<file path="config.mk">
export PLATFORM = sky130hd
export DESIGN_NAME = snn_lif_layer
export DESIGN_NICKNAME = d
export VERILOG_FILES = /design/src/rtl/snn_pkg.sv /design/src/rtl/snn_lif_neuron.sv /design/src/rtl/snn_lif_layer.sv
export SDC_FILE = /design/constraint.sdc
export NUM_CORES = 1
export LEC_CHECK = 0
export BUFFER_PORTS_ARGS = -buffer_cell sky130_fd_sc_hd__buf_2
export CAP_MARGIN = 20
export CELL_PAD_IN_SITES_DETAIL_PLACEMENT = 1
export CELL_PAD_IN_SITES_GLOBAL_PLACEMENT = 1
export CORE_UTILIZATION = 43
export DETAILED_ROUTE_END_ITERATION = 6
export GPL_TIMING_DRIVEN = 0
export PLACE_DENSITY = 0.84
export SLEW_MARGIN = 20
export SYNTH_ARGS = -nofsm -noshare
export SYNTH_HDL_FRONTEND = slang
export SYNTH_SLANG_ARGS = --single-unit
</file>
<file path="constraint.sdc">
create_clock -name clk -period 5 [get_ports clk]
set_input_delay 0.25 -clock clk [delete_from_list [all_inputs] [get_ports clk]]
set_output_delay 0.25 -clock clk [all_outputs]
set_load 0.01 [all_outputs]
</file>
<file path="src/rtl/snn_pkg.sv">
// Shared types, width helpers and the membrane clamp for the LIF layer.
// Default layer geometry lives here so every file agrees on it.
package snn_pkg;

  localparam int SNN_N_IN         = 3;
  localparam int SNN_N_OUT        = 2;
  localparam int SNN_W_WIDTH      = 4;
  localparam int SNN_V_WIDTH      = 8;
  localparam int SNN_THRESH       = 100;
  localparam int SNN_LEAK_SHIFT   = 3;
  localparam int SNN_REFRAC_TICKS = 2;

  typedef logic signed [SNN_W_WIDTH-1:0] weight_t;

  // Width needed to sum n_in signed weights without overflow.
  function automatic int acc_width(input int w_width, input int n_in);
    return w_width + $clog2(n_in) + 1;
  endfunction

  // Index width that never collapses to zero bits.
  function automatic int idx_width(input int n);
    return (n > 1) ? $clog2(n) : 1;
  endfunction

  function automatic int clamp_u(input int x, input int hi);
    if (x < 0) return 0;
    if (x > hi) return hi;
    return x;
  endfunction

  localparam int SNN_ACC_W = acc_width(SNN_W_WIDTH, SNN_N_IN);
  localparam int SNN_MEM_W = SNN_V_WIDTH + 2;

endpackage

</file>
<file path="src/rtl/snn_lif_neuron.sv">
// One leaky integrate-and-fire neuron: leak, integrate, clamp, threshold.
// Optional refractory counter when SNN_REFRACTORY_EN is defined.
module snn_lif_neuron
  import snn_pkg::*;
#(
  parameter int V_WIDTH      = SNN_V_WIDTH,
  parameter int ACC_W        = SNN_ACC_W,
  parameter int THRESH       = SNN_THRESH,
  parameter int LEAK_SHIFT   = SNN_LEAK_SHIFT,
  parameter int REFRAC_TICKS = SNN_REFRAC_TICKS
) (
  input  logic                    clk,
  input  logic                    rst_n,
  input  logic                    tick_i,
  input  logic signed [ACC_W-1:0] acc_i,
  output logic                    spike_o,
  output logic [V_WIDTH-1:0]      v_o
);

  localparam int SW = V_WIDTH + 2;

  if (THRESH >= (1 << V_WIDTH)) begin : g_bad_thresh
    $error("THRESH must be representable in V_WIDTH bits");
  end
  if (ACC_W >= SW) begin : g_bad_acc
    $error("accumulator wider than membrane arithmetic");
  end
  if (REFRAC_TICKS < 0) begin : g_bad_refrac
    $error("REFRAC_TICKS must be non-negative");
  end

  logic [V_WIDTH-1:0]   v_q, v_d, v_next;
  logic                 spike_q, spike_d;
  logic signed [SW-1:0] sum_s;

`ifdef SNN_REFRACTORY_EN
  localparam int RC_W = idx_width(REFRAC_TICKS + 1);
  logic [RC_W-1:0] rc_q, rc_d;
`endif

  // Two guard bits keep v - leak + acc exact before clamping.
  always_comb begin
    sum_s  = $signed({2'b00, v_q}) - $signed({2'b00, v_q >> LEAK_SHIFT})
           + $signed({{(SW-ACC_W){acc_i[ACC_W-1]}}, acc_i});
    v_next = V_WIDTH'(clamp_u(int'(sum_s), (1 << V_WIDTH) - 1));
  end

  always_comb begin
    v_d     = v_q;
    spike_d = 1'b0;
`ifdef SNN_REFRACTORY_EN
    rc_d    = rc_q;
`endif
    if (tick_i) begin
`ifdef SNN_REFRACTORY_EN
      if (rc_q != '0) begin
        rc_d = rc_q - RC_W'(1);
        v_d  = '0;
      end else
`endif
      if (v_next >= V_WIDTH'(THRESH)) begin
        spike_d = 1'b1;
        v_d     = '0;
`ifdef SNN_REFRACTORY_EN
        rc_d    = RC_W'(REFRAC_TICKS);
`endif
      end else begin
        v_d = v_next;
      end
    end
  end

  always_ff @(posedge clk) begin
    if (!rst_n) begin
      v_q     <= '0;
      spike_q <= 1'b0;
`ifdef SNN_REFRACTORY_EN
      rc_q    <= '0;
`endif
    end else begin
      v_q     <= v_d;
      spike_q <= spike_d;
`ifdef SNN_REFRACTORY_EN
      rc_q    <= rc_d;
`endif
    end
  end

  assign spike_o = spike_q;
  assign v_o     = v_q;

endmodule

</file>
<file path="src/rtl/snn_lif_layer.sv">
// Fully-connected LIF layer: weight register file, synapse sums, debug mux.
// Refractory behaviour of the neurons is enabled by SNN_REFRACTORY_EN.
module snn_lif_layer
  import snn_pkg::*;
#(
  parameter int N_IN         = SNN_N_IN,
  parameter int N_OUT        = SNN_N_OUT,
  parameter int W_WIDTH      = SNN_W_WIDTH,
  parameter int V_WIDTH      = SNN_V_WIDTH,
  parameter int THRESH       = SNN_THRESH,
  parameter int LEAK_SHIFT   = SNN_LEAK_SHIFT,
  parameter int REFRAC_TICKS = SNN_REFRAC_TICKS,
  localparam int N_W    = N_IN * N_OUT,
  localparam int ADDR_W = idx_width(N_W),
  localparam int DBG_W  = idx_width(N_OUT)
) (
  input  logic                      clk,
  input  logic                      rst_n,
  input  logic                      tick,
  input  logic [N_IN-1:0]           spike_in,
  input  logic                      cfg_we,
  input  logic [ADDR_W-1:0]         cfg_addr,
  input  logic signed [W_WIDTH-1:0] cfg_wdata,
  input  logic [DBG_W-1:0]          dbg_sel,
  output logic [N_OUT-1:0]          spike_out,
  output logic [V_WIDTH-1:0]        dbg_v
);

  localparam int ACC_W = acc_width(W_WIDTH, N_IN);

  logic signed [W_WIDTH-1:0] w_q [N_W];
  logic signed [ACC_W-1:0]   acc [N_OUT];
  logic [V_WIDTH-1:0]        v_all [N_OUT];

  // A write landing with a tick only takes effect after that tick integrates.
  always_ff @(posedge clk) begin
    if (!rst_n) begin
      for (int k = 0; k < N_W; k++) w_q[k] <= '0;
    end else if (cfg_we && (int'(cfg_addr) < N_W)) begin
      w_q[cfg_addr] <= cfg_wdata;
    end
  end

  always_comb begin
    for (int j = 0; j < N_OUT; j++) begin
      acc[j] = '0;
      for (int i = 0; i < N_IN; i++) begin
        if (spike_in[i]) begin
          acc[j] = acc[j] + {{(ACC_W-W_WIDTH){w_q[j*N_IN+i][W_WIDTH-1]}}, w_q[j*N_IN+i]};
        end
      end
    end
  end

  for (genvar j = 0; j < N_OUT; j++) begin : g_neuron
    snn_lif_neuron #(
      .V_WIDTH     (V_WIDTH),
      .ACC_W       (ACC_W),
      .THRESH      (THRESH),
      .LEAK_SHIFT  (LEAK_SHIFT),
      .REFRAC_TICKS(REFRAC_TICKS)
    ) u_neuron (
      .clk    (clk),
      .rst_n  (rst_n),
      .tick_i (tick),
      .acc_i  (acc[j]),
      .spike_o(spike_out[j]),
      .v_o    (v_all[j])
    );
  end

  always_comb begin
    dbg_v = '0;
    if (int'(dbg_sel) < N_OUT) dbg_v = v_all[dbg_sel];
  end

endmodule

</file>
Yosys cells after proc, flatten, opt, wreduce, memory -nomap -nowiden
Memory sizes are Yosys's and may differ from the RTL's.
Cells that the tools add are included.
{ "classes": {"add_sub_neg": 8, "order_cmp": 8, "n_reduce_logical": 3, "muxes": 32, "bitwise": 1} }
{ "op_table": {"columns": ["op", "count"], "rows": [
  ["2-to-1 mux 8 bit", 11],
  ["2-to-1 mux 7 bit", 6],
  ["adder 7 bit", 4],
  ["adder 9 x 7 -> 10 bit", 2],
  ["greater-than comparator 10 x 9 -> 1 bit (second input constant)", 2],
  ["< comparator 10 x 1 -> 1 bit (second input constant)", 2],
  ["subtractor 8 x 5 -> 9 bit", 2],
  [">= comparator 8 x 7 -> 1 bit (second input constant)", 2],
  ["2-to-1 mux 1 bit", 13],
  ["2-to-1 mux 4 bit", 1],
  ["OR reduction 4 bit", 1],
  ["< comparator 3 bit (second input constant)", 1],
  ["2-to-1 mux 3 bit", 1],
  [">= comparator 2 bit (second input constant)", 1],
  ["inverter 1 -> 2 bit", 1],
  ["AND reduction 2 bit", 1],
  ["logical AND 1 bit", 1]
]} }
{ "totals": {"n_memories": 1, "reg_bits": 18, "output_inout_bits": 10, "mem_bits_rw": 24, "inputBits": 15} }
{ "mem_list": {"columns": ["memory", "depth", "word_bits", "rd", "rd_clocked_by_memory_dff", "write_ports", "line", "text"], "rows": [
  ["w_q", 6, 4, 6, 0, 6, "snn_lif_layer.sv:31", "logic signed [W_WIDTH-1:0] w_q [N_W];"]
]} }

Depth between registers and ports, before layout
An unclocked memory read counts as a cell.
{ "logic_depth": {"ltp_word": 14, "ltp_mapped": 24, "depth_no_buf": 22} }

Hierarchy
Synthesis repeated with hierarchy kept, for this count alone.
{ "hier_totals": {"cells_unflattened": 525, "area_unflattened_um2": 4389.2} }
{ "modules_own_cells": {"columns": ["mod", "area_per_inst_um2", "n_inst", "cells_each"], "rows": [
  ["snn_lif_layer", 2232.1, 1, 251],
  ["snn_lif_neuron", 1078.5, 2, 137]
]} }

Worst setup path after synthesis
OpenSTA, ideal clock, no wires.
{ "synth_path": {"kind": "input -> register", "startpoint": "input spike_in[0]", "endpoint": "register g_neuron[1].u_neuron.v_q[0]", "path_slack_ns": -0.006, "cell_stages": 23, "setup_ns": 0.117, "t_arrival_ns": 4.889, "required_time_ns": 4.883, "path_cell_list": "clkbuf_1 and2_1 ha_1 inv_1 fa_1 xnor2_1 nand2_1 xor2_1 ha_1 a21o_1 a21oi_1 o21bai_1 a21oi_1 mux2i_1 xor2_1 ha_1 clkbuf_1 or4b_1 o311a_1 a211o_1 o211ai_2 o41ai_4 a22o_1"} }
{ "synth_between": {"elab_chain_len": 13, "elab_cells_between_ends": 16, "classes_between": "add/sub (3); order compare (3); mux (10)"} }
{ "synth_rtl": {"columns": ["item", "line", "text"], "rows": [
  ["from (decl)", "snn_lif_layer.sv:20", "input logic [N_IN-1:0] spike_in,"],
  ["2-to-1 mux 7 bit (*)", "snn_lif_layer.sv:48", "if (spike_in[i]) begin"],
  ["adder 7 bit", "snn_lif_layer.sv:49", "acc[j] = acc[j] + {{(ACC_W-W_WIDTH){w_q[j*N_IN+i][W_WIDTH-1]}}, w_q[j*N_IN+i]};"],
  ["2-to-1 mux 7 bit (*)", "snn_lif_layer.sv:48", null],
  ["adder 7 bit", "snn_lif_layer.sv:49", null],
  ["2-to-1 mux 7 bit (*)", "snn_lif_layer.sv:48", null],
  ["adder 9 x 7 -> 10 bit (*)", "snn_lif_neuron.sv:44", "+ $signed({{(SW-ACC_W){acc_i[ACC_W-1]}}, acc_i});"],
  ["greater-than comparator 10 x 9 -> 1 bit", "snn_pkg.sv:27", "if (x > hi) return hi;"],
  ["2-to-1 mux 1 bit (2 in a row)", "snn_pkg.sv:27", null],
  ["2-to-1 mux 8 bit", "snn_pkg.sv:28", "return x;"],
  ["2-to-1 mux 8 bit (*)", "snn_pkg.sv:27", null],
  [">= comparator 8 x 7 -> 1 bit", "snn_lif_neuron.sv:61", "if (v_next >= V_WIDTH'(THRESH)) begin"],
  ["2-to-1 mux 8 bit (*)", "snn_lif_neuron.sv:61", null],
  ["to (signal assigned)", "snn_lif_neuron.sv:81", "v_q <= v_d;"],
  ["to (decl)", "snn_lif_neuron.sv:32", "logic [V_WIDTH-1:0] v_q, v_d, v_next;"]
]} }
Every way passes the cells marked *; elsewhere a longest branch is shown, timed or not. The select of a mux whose other input is x is not followed.
A chain may end at the register's enable or synchronous reset.

==> results.md <==
* Outcome: complete, but fails checks
* Violations in the final reports: setup timing
* CP Class: flop to flop
* Worst setup path startpoint: w_q[3][0]$_SDFFCE_PN0P_
* Horiz. Die Dim at 101 microns
* Yosys top cell by area: edfxtp_1
* HPWL Detailed at 8.87 mm
* Clock transition at the registers of the reported paths at 0.09 ns
* TritonCTS buffer count at 5
* Prevailing post-synth register cell: edfxtp_1
* Maximum VDD drop at approximately 270 uV
* Synth area leaders: edfxtp_1, ha_1, dfxtp_1
* Post-CTS Hold Fix Bufs at 0
* DR pass1 iterations at 4
* Via count at 3,747
* Root buffer cell: clkbuf_8
* Final Hold Vio Count at 0
* Die footprint at a little over 10,000 sq um
* Routed wire length at 11.8 mm
* Highest routed layer: met4
* DR WL met3 at 255 microns
* Skew-Pair Late Insertion Delay at 0.30 ns
* Vias in the first global route at 3,939
* Worst min-delay path class: input pin to flop
* Avg Inst Size Synth at 8.52 sq um
* Tot GR Track Use at 23.2%
* ANT nets after route at 0
* Worst-path maximum fanout at 8
* Worst R2R Path Depth at 21
* Max Slew Vio Count at 0
* First-pass GRT wire length at 18.5 mm
* Endpoints failing setup at 6
* Required time of the critical path at just over 5 ns
* CP endpoint kind: flop
* Setup TNS after final layout at -0.463 ns
* Metal1 wirelength at 4.87 mm
* Diodes inserted at 0
* Cell area power density at 479 nW/um^2
* CP peak stage delay at 0.60 ns
* Post-synth design cell area at 4170 sq um
* YS warnings at 0
* Synth Register Bits at 42
* Area Growth Syn to Fin at 18.0%
* Crit share post-route at 102%
* Drt initial violations at roughly 110
* Startpoint Class: flop
* Port bufs at 22
* Avg WL per Cell at 17.9 microns
* Initial Util at 44.7%
* CTS Sinks at 42
* Relative slew slack at roughly half
* Met2 wire len at 6.37 mm
* Grt ovf at 0
* Nets at 600
* Post-synth top area share at 17.3%
* Post-synthesis sequential area ratio at 25.9%
* Final WS setup at -0.0852 ns
* Peak Freq at 197 MHz
* Initial antenna violation count at 0
* Finished Cell Area at just under 5000 sq um
* Longest Clk Path Bufs at 2
* RSZ-0062 raised after global routing: yes
* Commonest cells post-synth: ha_1, nand2_1, nor2_1, inv_1, a21oi_1
* Synth Net Count at roughly 560
* Synth cell types at 56
* Min-delay src: tick
* Layout cell share with drive strength beyond 1 at 21.4%
* Worst-Margin Slew at 0.763 ns
* Core area at 9330 sq um
* Io pins at 25
* Placer Congestion at slightly above 0.8
* Critical-path cell list: and2_4 -> ha_4 -> inv_1 -> fa_2 -> mux2i_4 -> inv_2 -> fa_2 -> inv_1 -> a21o_1 -> a21oi_2 -> xnor2_1 -> mux2_2 -> ha_2 -> o21ai_0 -> or4b_1 -> o311a_1 -> a211o_1 -> o211ai_2 -> o41ai_4 -> buf_4 -> a22o_1
* CTS tree: yes
* Clock skew at about 0.014 ns
* Max stage delay cell, worst path: or4b_1
* H-tree depth at 2
* Worst Hold Depth at 3
* Fillers at 1,112
* Largest net degree at the start of global routing at 13
* Number of remaining DRC errors at 0
* Post-synth EDFFs at 24
* Post-route minimum period at 5.09 ns
* Util after Layout at 52.8%
* Reg2reg start: w_q[3][0]$_SDFFCE_PN0P_
* Die Ht at a little over 100 microns
* Leakage at 2.12 nW
* Mapped Cells at about 500
* Cell Rows at 35
* Max-Cap Viols at 0
* DR vias/cell at 5.67
* Ys async rst share at 0%
* Arr. time, crit path at around 5.3 ns
* Placed inst area at 4450 sq um
## state kept, by name, indices dropped and copies added, names as in the netlist
name and cells:
w_q 24, g_neuron.u_neuron.v_o 16, g_neuron.u_neuron.spike_o 2
## cell families after synthesis
logic type | count (synthesis) | synth area share, %
simple gates | 151 | 17.4
compound gates | 122 | 19.5
buf+inv | 60 | 5.79
fa+ha+maj | 55 | 17.9
flops | 42 | 25.9
xor+xnor | 41 | 8.61
mux | 19 | 4.98
## power breakdown
| group | internal, mW | switching, mW | leakage [nW] |
|---|---|---|---|
| Combinational | 0.718 | 0.947 | 1.69 |
| Clock | 0.150 | 0.120 | 0.0524 |
| Sequential | 0.399 | 0.0241 | 0.377 |
## metrics by stage
| stage | setup slack (ns) | hold slack, ns | total power [mW] | instances |
|---|---|---|---|---|
| after floorplan | 0.0881 | 0.412 | 1.50 | 490 |
| after global placement | -0.410 | 0.466 | 1.73 | 641 |
| after detailed placement | -0.661 | 0.495 | 1.82 | 641 |
| after CTS | 0.0112 | 0.253 | 2.19 | 653 |
| after global routing | -0.251 | 0.257 | 2.53 | 661 |
| final | -0.0852 | 0.256 | 2.36 | 661 |
## metal layers
| metal | vias to the layer above | GRT usage, % |
|---|---|---|
| met5 | - | 0 |
| met4 | 0 | 7.47 |
| met3 | 27 | 2.29 |
| li1 | 1803 | - |
| met2 | 50 | 45.2 |
| met1 | 1867 | 26.3 |
## area by class of cell
class	instances	area (sq um)	share of cell area, %
tap	129	161	3.28
sequential	42	1080	22.0
timing repair buffer	37	230	4.68
multi-input combinational	388	3110	63.2
inverter	43	161	3.28
clock buffer	7	76.3	1.55
clock inverter	1	30.0	0.610
buffer	14	72.6	1.47
## final timing paths
path / end / slack (ns)
worst max-delay path: g_neuron[1].u_neuron.v_o[0]$_SDFFE_PN0P_ / -0.09
worst min-delay path: g_neuron[1].u_neuron.v_o[2]$_SDFFE_PN0P_ / 0.26
worst max register to register: g_neuron[1].u_neuron.v_o[0]$_SDFFE_PN0P_ / -0.09
worst min register to register: g_neuron[0].u_neuron.v_o[0]$_SDFFE_PN0P_ / 0.51
## cells in the final DEF, fill, tap and decap left out, types with 11 or more instances in the layout
| master | count |
|---|---|
| nand2_1 | 44 |
| a21oi_1 | 29 |
| dfxtp_1 | 18 |
| a21o_1 | 14 |
| buf_2 | 22 |
| xor2_1 | 11 |
| o21ai_0 | 19 |
| a22o_1 | 13 |
| edfxtp_1 | 24 |
| buf_4 | 16 |
| ha_1 | 38 |
| inv_1 | 42 |
| xnor2_1 | 23 |
| mux2_2 | 14 |
| nor2_1 | 44 |
## critical path: cells and delay by family (launching register included)
family / cells / cell delay [ns]
compound gates: 8 / 1.40
flops: 1 / 0.39
simple gates: 2 / 0.78
buf+inv: 4 / 0.38
xor+xnor: 1 / 0.12
mux: 2 / 0.49
fa+ha+maj: 4 / 1.40
## timing repair
item / 4_1_cts / 5_1_grt
setup buffers: 6 / 10
resized for setup: 23 / 34
pin swaps: 8 / 16
setup endpoints to repair: 15 / 16
No activity file was read; power rests on OpenSTA's default activity.
